<file path="src/rtl/led_loop.sv">
// Single lit LED stepping around a ring of NUM_LEDS LEDs, one step every STEP_CYCLES clocks.
// Define LED_LOOP_ACTIVE_LOW_EN to drive LED_INDEX active-low (lit LED = 0).
module led_loop #(
    parameter int NUM_LEDS    = 6,
    parameter int STEP_CYCLES = 13500000
) (
    input  logic                clk,
    input  logic                rst,
    input  logic                right,
    output logic [NUM_LEDS-1:0] LED_INDEX,
    output logic [2:0]          pos
);

    localparam int                CW        = (STEP_CYCLES > 1) ? $clog2(STEP_CYCLES) : 1;
    localparam logic [CW-1:0]     CNT_LAST  = CW'(STEP_CYCLES - 1);
    localparam logic [2:0]        POS_LAST  = 3'(NUM_LEDS - 1);
    localparam logic [NUM_LEDS-1:0] ONE_HOT0 = NUM_LEDS'(1);

    logic [CW-1:0]       count_r;
    logic                step_s;
    logic [2:0]          pos_next_s;
    logic [NUM_LEDS-1:0] led_next_s;

    // Prescaler: free-running modulo-STEP_CYCLES counter.
    always_ff @(posedge clk) begin
        if (rst) begin
            count_r <= {CW{1'b0}};
        end else if (step_s) begin
            count_r <= {CW{1'b0}};
        end else begin
            count_r <= count_r + CW'(1);
        end
    end

    // Step decode and next position with wrap in either direction.
    always_comb begin
        step_s     = (count_r == CNT_LAST);
        pos_next_s = pos;
        if (step_s) begin
            if (right) begin
                if (pos == 3'd0) begin
                    pos_next_s = POS_LAST;
                end else begin
                    pos_next_s = pos - 3'd1;
                end
            end else begin
                if (pos >= POS_LAST) begin
                    pos_next_s = 3'd0;
                end else begin
                    pos_next_s = pos + 3'd1;
                end
            end
        end else begin
            pos_next_s = pos;
        end
    end

    // LED drive derived from the next position so it lands together with pos.
    always_comb begin
`ifdef LED_LOOP_ACTIVE_LOW_EN
        led_next_s = ~(ONE_HOT0 << pos_next_s);
`else
        led_next_s = ONE_HOT0 << pos_next_s;
`endif
    end

    // Registered outputs; reset lights LED 0.
    always_ff @(posedge clk) begin
        if (rst) begin
            pos <= 3'd0;
`ifdef LED_LOOP_ACTIVE_LOW_EN
            LED_INDEX <= ~ONE_HOT0;
`else
            LED_INDEX <= ONE_HOT0;
`endif
        end else begin
            pos       <= pos_next_s;
            LED_INDEX <= led_next_s;
        end
    end

endmodule

</file>
<file path="config.mk">
export PLATFORM = sky130hd
export DESIGN_NAME = led_loop
export DESIGN_NICKNAME = d
export VERILOG_FILES = /design/src/rtl/led_loop.sv
export SDC_FILE = /design/constraint.sdc
export NUM_CORES = 1
export LEC_CHECK = 0
export ABC_AREA = 1
export ABC_CLOCK_PERIOD_IN_PS = 3100
export BUFFER_PORTS_ARGS = -buffer_cell sky130_fd_sc_hd__buf_2
export CAP_MARGIN = 15
export CORE_MARGIN = 3
export CORE_UTILIZATION = 65
export CTS_BUF_LIST = sky130_fd_sc_hd__clkbuf_2
export DETAILED_ROUTE_END_ITERATION = 8
export PLACE_DENSITY = 0.95
export SLEW_MARGIN = 20
export SYNTH_ARGS = -nofsm -noshare
export SYNTH_HDL_FRONTEND = slang
export SYNTH_SLANG_ARGS = --single-unit
</file>
<file path="constraint.sdc">
create_clock -name clk -period 3.1 [get_ports clk]
set_clock_uncertainty 0.2 [all_clocks]
set_input_delay 0.62 -clock clk [delete_from_list [all_inputs] [get_ports clk]]
set_output_delay 0.62 -clock clk [all_outputs]
set_load 0.05 [all_outputs]
</file>
### After elaboration in Yosys (flattened, before gate mapping)

Cells that the tools add are included.

* flip-flop bits (word level): 33
* input port bits: 3
* output and inout port bits: 9
* logic and storage cells: 15

* add/subtract/negate cells: 3
* order comparisons: 1
* equal/unequal tests: 1
* shift-type cells: 1
* muxes and demuxes: 4
* reduce and logical (&&, ||, !) cells: 2

Operator list (count)
* $add A24 B1 Y24 const B: 1
* $eq A24 B24 Y1 const B: 1
* $mux W3: 4
* $shl A1 B3 Y6 const A: 1
* $add A3 B1 Y3 const B: 1
* $ge A3 B3 Y1 const B: 1
* $logic_not A3 Y1: 1
* $sub A3 B1 Y3 const B: 1
* $reduce_or A2 Y1: 1

### Logic depth before layout (Yosys ltp)

Gate-level depths: netlist of run 1.

* depth in word-level cells: 5
* depth in mapped cells: 11

### Least setup slack after synthesis of run 1

OpenSTA, ideal clock, no wires.

* path kind: register -> register
* from: register pos[0]
* to: register LED_INDEX[4]
* arrival: 1.812 ns
* required time: 2.836 ns
* path slack: 1.023 ns
* stages on the path, launching flop included: 10
* cell sequence: dfxtp_1 > inv_1 > ha_1 > ha_1 > nor2_1 > o21bai_1 > nand3_1 > nand2_2 > nand2_1 > nor2_1

* word-level cells in the longest chain between the ends: 5
* elaborated cells on any way between the ends: 9
* those cells by class: add/sub (2); order compare (1); shift (1); mux (4); reduce/logical (1)

Ends and longest elaborated chain
* from (decl): line 11 `output logic [2:0] pos`
* from (signal assigned): line 77 `pos <= pos_next_s;`
* $add A3 B1 Y3, or another cell as far along: line 50 `pos_next_s = pos + 3'd1;`
* $mux W3, on equally long branches: line 47, 41
* $mux W3: line 40 `if (right) begin`
* $mux W3 (*): line 39 `if (step_s) begin`
* $shl A1 B3 Y6 (*): line 63 `led_next_s = ONE_HOT0 << pos_next_s;`
* to (signal assigned): line 78 `LED_INDEX <= led_next_s;`
* to (decl): line 10 `output logic [NUM_LEDS-1:0] LED_INDEX,`

Mark *: on every way between the ends. The rest lies on a longest branch, timed or not.
A chain may end at the register's enable or synchronous reset.

### Worst setup path in the final report of run 1

* from: register pos[2]
* to: output port pos[2]

No word-level cell between the ends.

==> results.cfg, run 1 <==
[global_route]
antenna_found_initial = 0
grt_pass1_vias = 1610
grt_max_degree = 20
track_usage_pct = 23.7
grt-ovfl-total = 0
grt_pass1_wl_mm = 6.45

[sta]
layout_min_cycle_time_ns = 1.98
tns_ns = 0
setup_viol = 0
period_share_pct = 63.9
slew_headroom_pct = 75.8
finalMaxSlewViolations = 0
grt_setup_unrepaired = no
hold_violations = 0
worst_slew_pin_slew_ns = 0.363
max_freq_mhz = 505

[cts]
cts-root-buf = clkbuf_2
cts_htree_levels = 2
clockBufferDepth = 2
cts_made_buffers = 5
postCtsSetupBuffers = 0
cts.sinks = 33
clkLatencyLatePin_ns = 0.37
holdBufCountCts = 0
cts_resized = 0
cts_tree = built
clk_pin_slew_ns = 0.15

[floorplanning]
start_util_pct = 69.0
num_rows = 19
die_y_um = 60.3
coreArea_um2 = 2780
die_area_um2 = 3640
ios = 12
die_width_um = 60.3

[worst_setup_path]
ff2ff_path_depth = 9
worst-path-max-fanout = 6
crit_path_end = pos[2]
required_ns = 2.28
critPathKind = flop to primary output
cp_top_family = flip-flops
crit_path_end_kind = primary output
crit_start = pos[2]
rr_endpoint = LED_INDEX[5]
path_buf_inv = 1
start_kind = flop
critPathArrivalTime_ns = 1.16
worstSetupPathDepth = 1
worstPathCellList = buf_2
max_stage_delay_ns = 0.48
crit_slowest_cell = dfxtp_1
reg2reg_from = pos[0]
rrSetupSlack_ns = 1.17

[power]
cellPowerDensity_nw_per_um2 = 310
p_leak_nw = 0.849
vdd.ir_drop.worst_mv = 0.410
power_mw = 0.628

[synthesis]
ys_ff_latch = 33
ys.flop_type = dfxtp_1
yosys_warnings = 0
syn-num-nets = 294
synthCells = 286
syn_area_um2 = 1920
synth.avg_cell_area_um2 = 6.71
yosysUniqueCellTypes = 29
async_flop_share_pct = 0
ys_seq_area_share_pct = 34.4
synth_edf_count = 0

[place]
place.gp.congestion = 0.944
hpwl_mm = 2.90
port_buffers = 11

[route]
post-route-drc-count = 0
wirelength_mm = 3.74
routed_via_density = 5.31
vias = 1763
ant_nets = 0
first_pass_iters = 4
routedWlPerCell_um = 11.3
first_iter_violations = 79

[final_layout]
fillers = 228
area_delta_synth_final_pct = 5.48
regArea_um2 = 661
antenna_cells = 0
drive_above_1_share_pct = 15.6
multi_input_area_um2 = 1090
nNetsFinal = 310

[run_status]
status = completed

[worst_hold_path]
hp-class = primary input to flop

[run]
drv_cap = 0
-- cells in the mapped netlist (3+ instances only) --
cell / count / share of area, %
nand2_1: 80 / 16
nor2_1: 47 / 9.2
inv_1: 35 / 6.8
dfxtp_1: 33 / 34
nand3_1: 16 / 4.2
a21oi_1: 12 / 3.1
nand4_1: 10 / 3.3
nor2_4: 6 / 3.5
ha_1: 5 / 3.3
nand3_2: 5 / 2.6
inv_2: 4 / 0.78
nand2_2: 4 / 1.3
xor2_1: 4 / 1.8
nand3b_1: 3 / 1.2
nor2_2: 3 / 0.98
nor3_2: 3 / 1.6
-- logic make-up after synthesis --
family | share of synthesized area [%]
DFF | 34.4
and+or+nand+nor | 45.9
AOI/OAI and AO/OA | 4.76
xor gates and xnor gates | 2.74
buffers and inverters | 8.87
adders and majority gates | 3.26
-- flip-flops by register name, indices dropped and copies added, names as in the netlist --
name / count
count_r: 24
LED_INDEX: 6
pos: 3
-- cell type report --
cell class,instances,share of cell area (%)
flip-flops and latches,33,32.7
well taps,31,1.92
inverters,40,7.48
repair buffers,11,2.72
clock inverters,1,0.247
multi-input cells,211,53.7
clock buffers,5,1.24
-- worst min path at each step --
stage	startpoint	to	slack (ns)	cells past startpoint
2_1_floorplan	count_r[0]	count_r[0]	0.23	1
3_3_place_gp	count_r[0]	count_r[0]	0.25	1
3_5_place_dp	count_r[0]	count_r[0]	0.26	1
4_1_cts	rst	pos[0]	0.20	2
5_1_grt	rst	pos[0]	0.18	2
6_report	rst	pos[0]	0.23	2
-- report_power, final --
part / internal, mW / switching, mW
Combinational: 0.00624 / 0.0131
Clock: 0.0459 / 0.132
Sequential: 0.428 / 0.00327
Total: 0.480 / 0.148
-- per-stage QoR --
step / cells / hold slack, ns / area, um^2 / setup slack (ns) / util (%)
finish: 332 / 0.227 / 2020 / 1.12 / 72.7
global route: 332 / 0.179 / 2020 / 0.970 / 72.7
CTS: 332 / 0.202 / 2020 / 1.11 / 72.7
floorplan: 286 / 0.229 / 1920 / 1.02 / -
global placement: 326 / 0.247 / 1990 / 1.25 / 71.7
detailed placement: 326 / 0.261 / 1990 / 1.19 / 71.7
-- per-layer routing --
metal | GRT usage, % | vias up | part of all wire [%]
met2 | 40.9 | 47 | 50
li1 | - | 921 | -
met4 | 12.0 | 0 | 2.5
met5 | 0 | - | 0
met3 | 5.83 | 10 | 4.8
met1 | 26.9 | 785 | 43
-- cells in the final DEF, fill, tap and decap left out --
cell,n
a21oi_1,12
a21oi_2,1
buf_2,11
clkbuf_2,5
clkinv_2,2
dfxtp_1,33
ha_1,5
inv_1,35
inv_2,4
nand2_1,80
nand2_2,4
nand2_4,2
nand3_1,16
nand3_2,5
nand3b_1,3
nand4_1,10
nor2_1,47
nor2_2,3
nor2_4,6
nor3_1,1
nor3_2,3
nor3b_1,1
o21ai_0,2
o21ai_1,1
o21bai_1,1
or2_0,1
or2_2,1
xnor2_1,2
xor2_1,4
Power figures use the tool's default switching activity.
==> run 2, diff against run 1 <==
--- a/config.mk
+++ b/config.mk
@@ -6,14 +6,14 @@
 export NUM_CORES = 1
 export LEC_CHECK = 0
 export ABC_AREA = 1
-export ABC_CLOCK_PERIOD_IN_PS = 3100
+export ABC_CLOCK_PERIOD_IN_PS = 2000
 export BUFFER_PORTS_ARGS = -buffer_cell sky130_fd_sc_hd__buf_2
 export CAP_MARGIN = 15
 export CORE_MARGIN = 3
-export CORE_UTILIZATION = 65
+export CORE_UTILIZATION = 62
 export CTS_BUF_LIST = sky130_fd_sc_hd__clkbuf_2
 export DETAILED_ROUTE_END_ITERATION = 8
-export PLACE_DENSITY = 0.95
+export PLACE_DENSITY = 0.92
 export SLEW_MARGIN = 20
 export SYNTH_ARGS = -nofsm -noshare
 export SYNTH_HDL_FRONTEND = slang
==> constraint.sdc (replaced) <==
create_clock -name clk -period 2 [get_ports clk]
set_clock_uncertainty 0.2 [all_clocks]
set_input_delay 0.4 -clock clk [delete_from_list [all_inputs] [get_ports clk]]
set_output_delay 0.4 -clock clk [all_outputs]
set_load 0.05 [all_outputs]
==> results.cfg, run 2 (synthesis results as in run 1) <==
[run_status]
status = completed

[route]
first_iter_violations = 127
post-route-drc-count = 0
wirelength_mm = 3.88
routedWlPerCell_um = 11.5
vias = 1784
ant_nets = 0
first_pass_iters = 4
routed_via_density = 5.31

[global_route]
grt_max_degree = 20
grt_pass1_wl_mm = 6.61
antenna_found_initial = 0
track_usage_pct = 23.5
grt-ovfl-total = 0
grt_pass1_vias = 1536

[worst_setup_path]
required_ns = 2.07
worst-path-max-fanout = 5
crit_path_frequent_cell = nand2_1
crit_slowest_cell = dfxtp_1
worstPathCellList = ha_1, nand3_1, nor2_1, nand3_2, nand2_1, nand2_1, nand3_1, nand2_1
reg2reg_from = count_r[0]
max_stage_delay_ns = 0.41
path_buf_inv = 0
critPathKind = flop to flop
crit_start = count_r[0]
crit_path_end_kind = flop
start_kind = flop
critPathArrivalTime_ns = 1.92
cp_top_family = simple AND/OR/NAND/NOR gates

[worst_hold_path]
hp-start = count_r[23]
hp-class = flop to flop

[sta]
max_freq_mhz = 543
worst_slew_pin_slew_ns = 0.378
finalMaxSlewViolations = 0
hold_violations = 0
layout_min_cycle_time_ns = 1.84
period_share_pct = 92.2
tns_ns = 0
setup_viol = 0
slew_headroom_pct = 74.6
hold_ws_ns = 0.288

[place]
port_buffers = 11
place.gp.congestion = 0.962
hpwl_mm = 2.98

[cts]
cts-root-buf = clkbuf_2
clk_pin_slew_ns = 0.16
cts.sinks = 33
cts_htree_levels = 2
cts_made_buffers = 5
clockBufferDepth = 2
postCtsSetupBuffers = 0
clkLatencyLatePin_ns = 0.37
cts_tree = built

[final_layout]
final_common_cell = nand2_1
final_cell_mix = nand2_1 (80), nor2_1 (46), inv_1 (35)
top_regs = count_r: 24 flops, LED_INDEX: 6 flops, pos: 3 flops
top_register = count_r
final_core_util_pct = 72.4
antenna_cells = 0
area_delta_synth_final_pct = 7.63
drive_above_1_share_pct = 17.4
largest_reg_flops = 24
nNetsFinal = 312

[power]
cellPowerDensity_nw_per_um2 = 489
vdd.ir_drop.worst_mv = 0.485
p_leak_nw = 0.869

[floorplanning]
start_util_pct = 67.2
ios = 12
die_width_um = 61.6
die_y_um = 61.6
die_area_um2 = 3800
coreArea_um2 = 2850
num_rows = 19

[run]
drv_cap = 0
==> run 2: layout make-up <==
cell class / count / area, um^2
multi-input cells: 211 / 1100
fillers: 243 / 788
well taps: 31 / 38.8
clock inverters: 2 / 10.0
clock buffers: 6 / 30.0
flip-flops and latches: 33 / 663
repair buffers: 13 / 72.6
inverters: 40 / 151
==> run 2: final timing paths <==
path	to	slack, ns	cells after the start
max reg2reg	LED_INDEX[0]	0.16	8
max	LED_INDEX[0]	0.16	8
min reg2reg	count_r[23]	0.29	2
min	count_r[23]	0.29	2
==> run 2: per-layer routing <==
layer	vias to the layer above	wire length [um]	GRT usage (%)
met4	0	87	10.0
met5	-	0	0
li1	939	-	-
met3	14	184	5.87
met2	51	1850	39.8
met1	780	1750	28.2
==> run 2: worst register-to-register path: stages, from the launching register on <==
cell	delay (ns)
dfxtp_1	0.41
ha_1	0.22
nand3_1	0.17
nor2_1	0.18
nand3_2	0.19
nand2_1	0.16
nand2_1	0.09
nand3_1	0.09
nand2_1	0.05
==> run 2: timing repair <==
action / 4_1_cts / 5_1_grt
gates resized for setup: 0 / 2
endpoints found under the setup margin: 0 / 6
hold buffers: 1 / 0
endpoints found under the hold margin: 1 / 0
==> run 2: per-stage QoR <==
step	setup WS [ns]	instances	total power, mW	cell area (um^2)
floorplan	0.0847	286	0.706	1920
global placement	0.216	327	0.711	2000
detailed placement	0.143	327	0.712	2000
CTS	0.144	336	1.02	2050
global route	-0.00866	336	1.05	2060
finish	0.157	336	1.01	2060
==> run 2: report_power, final <==
part	leakage, nW	switching, mW	internal, mW	total (mW)
Clock	0.0327	0.220	0.0877	0.308
Combinational	0.569	0.0213	0.0118	0.0331
Sequential	0.267	0.00486	0.663	0.668
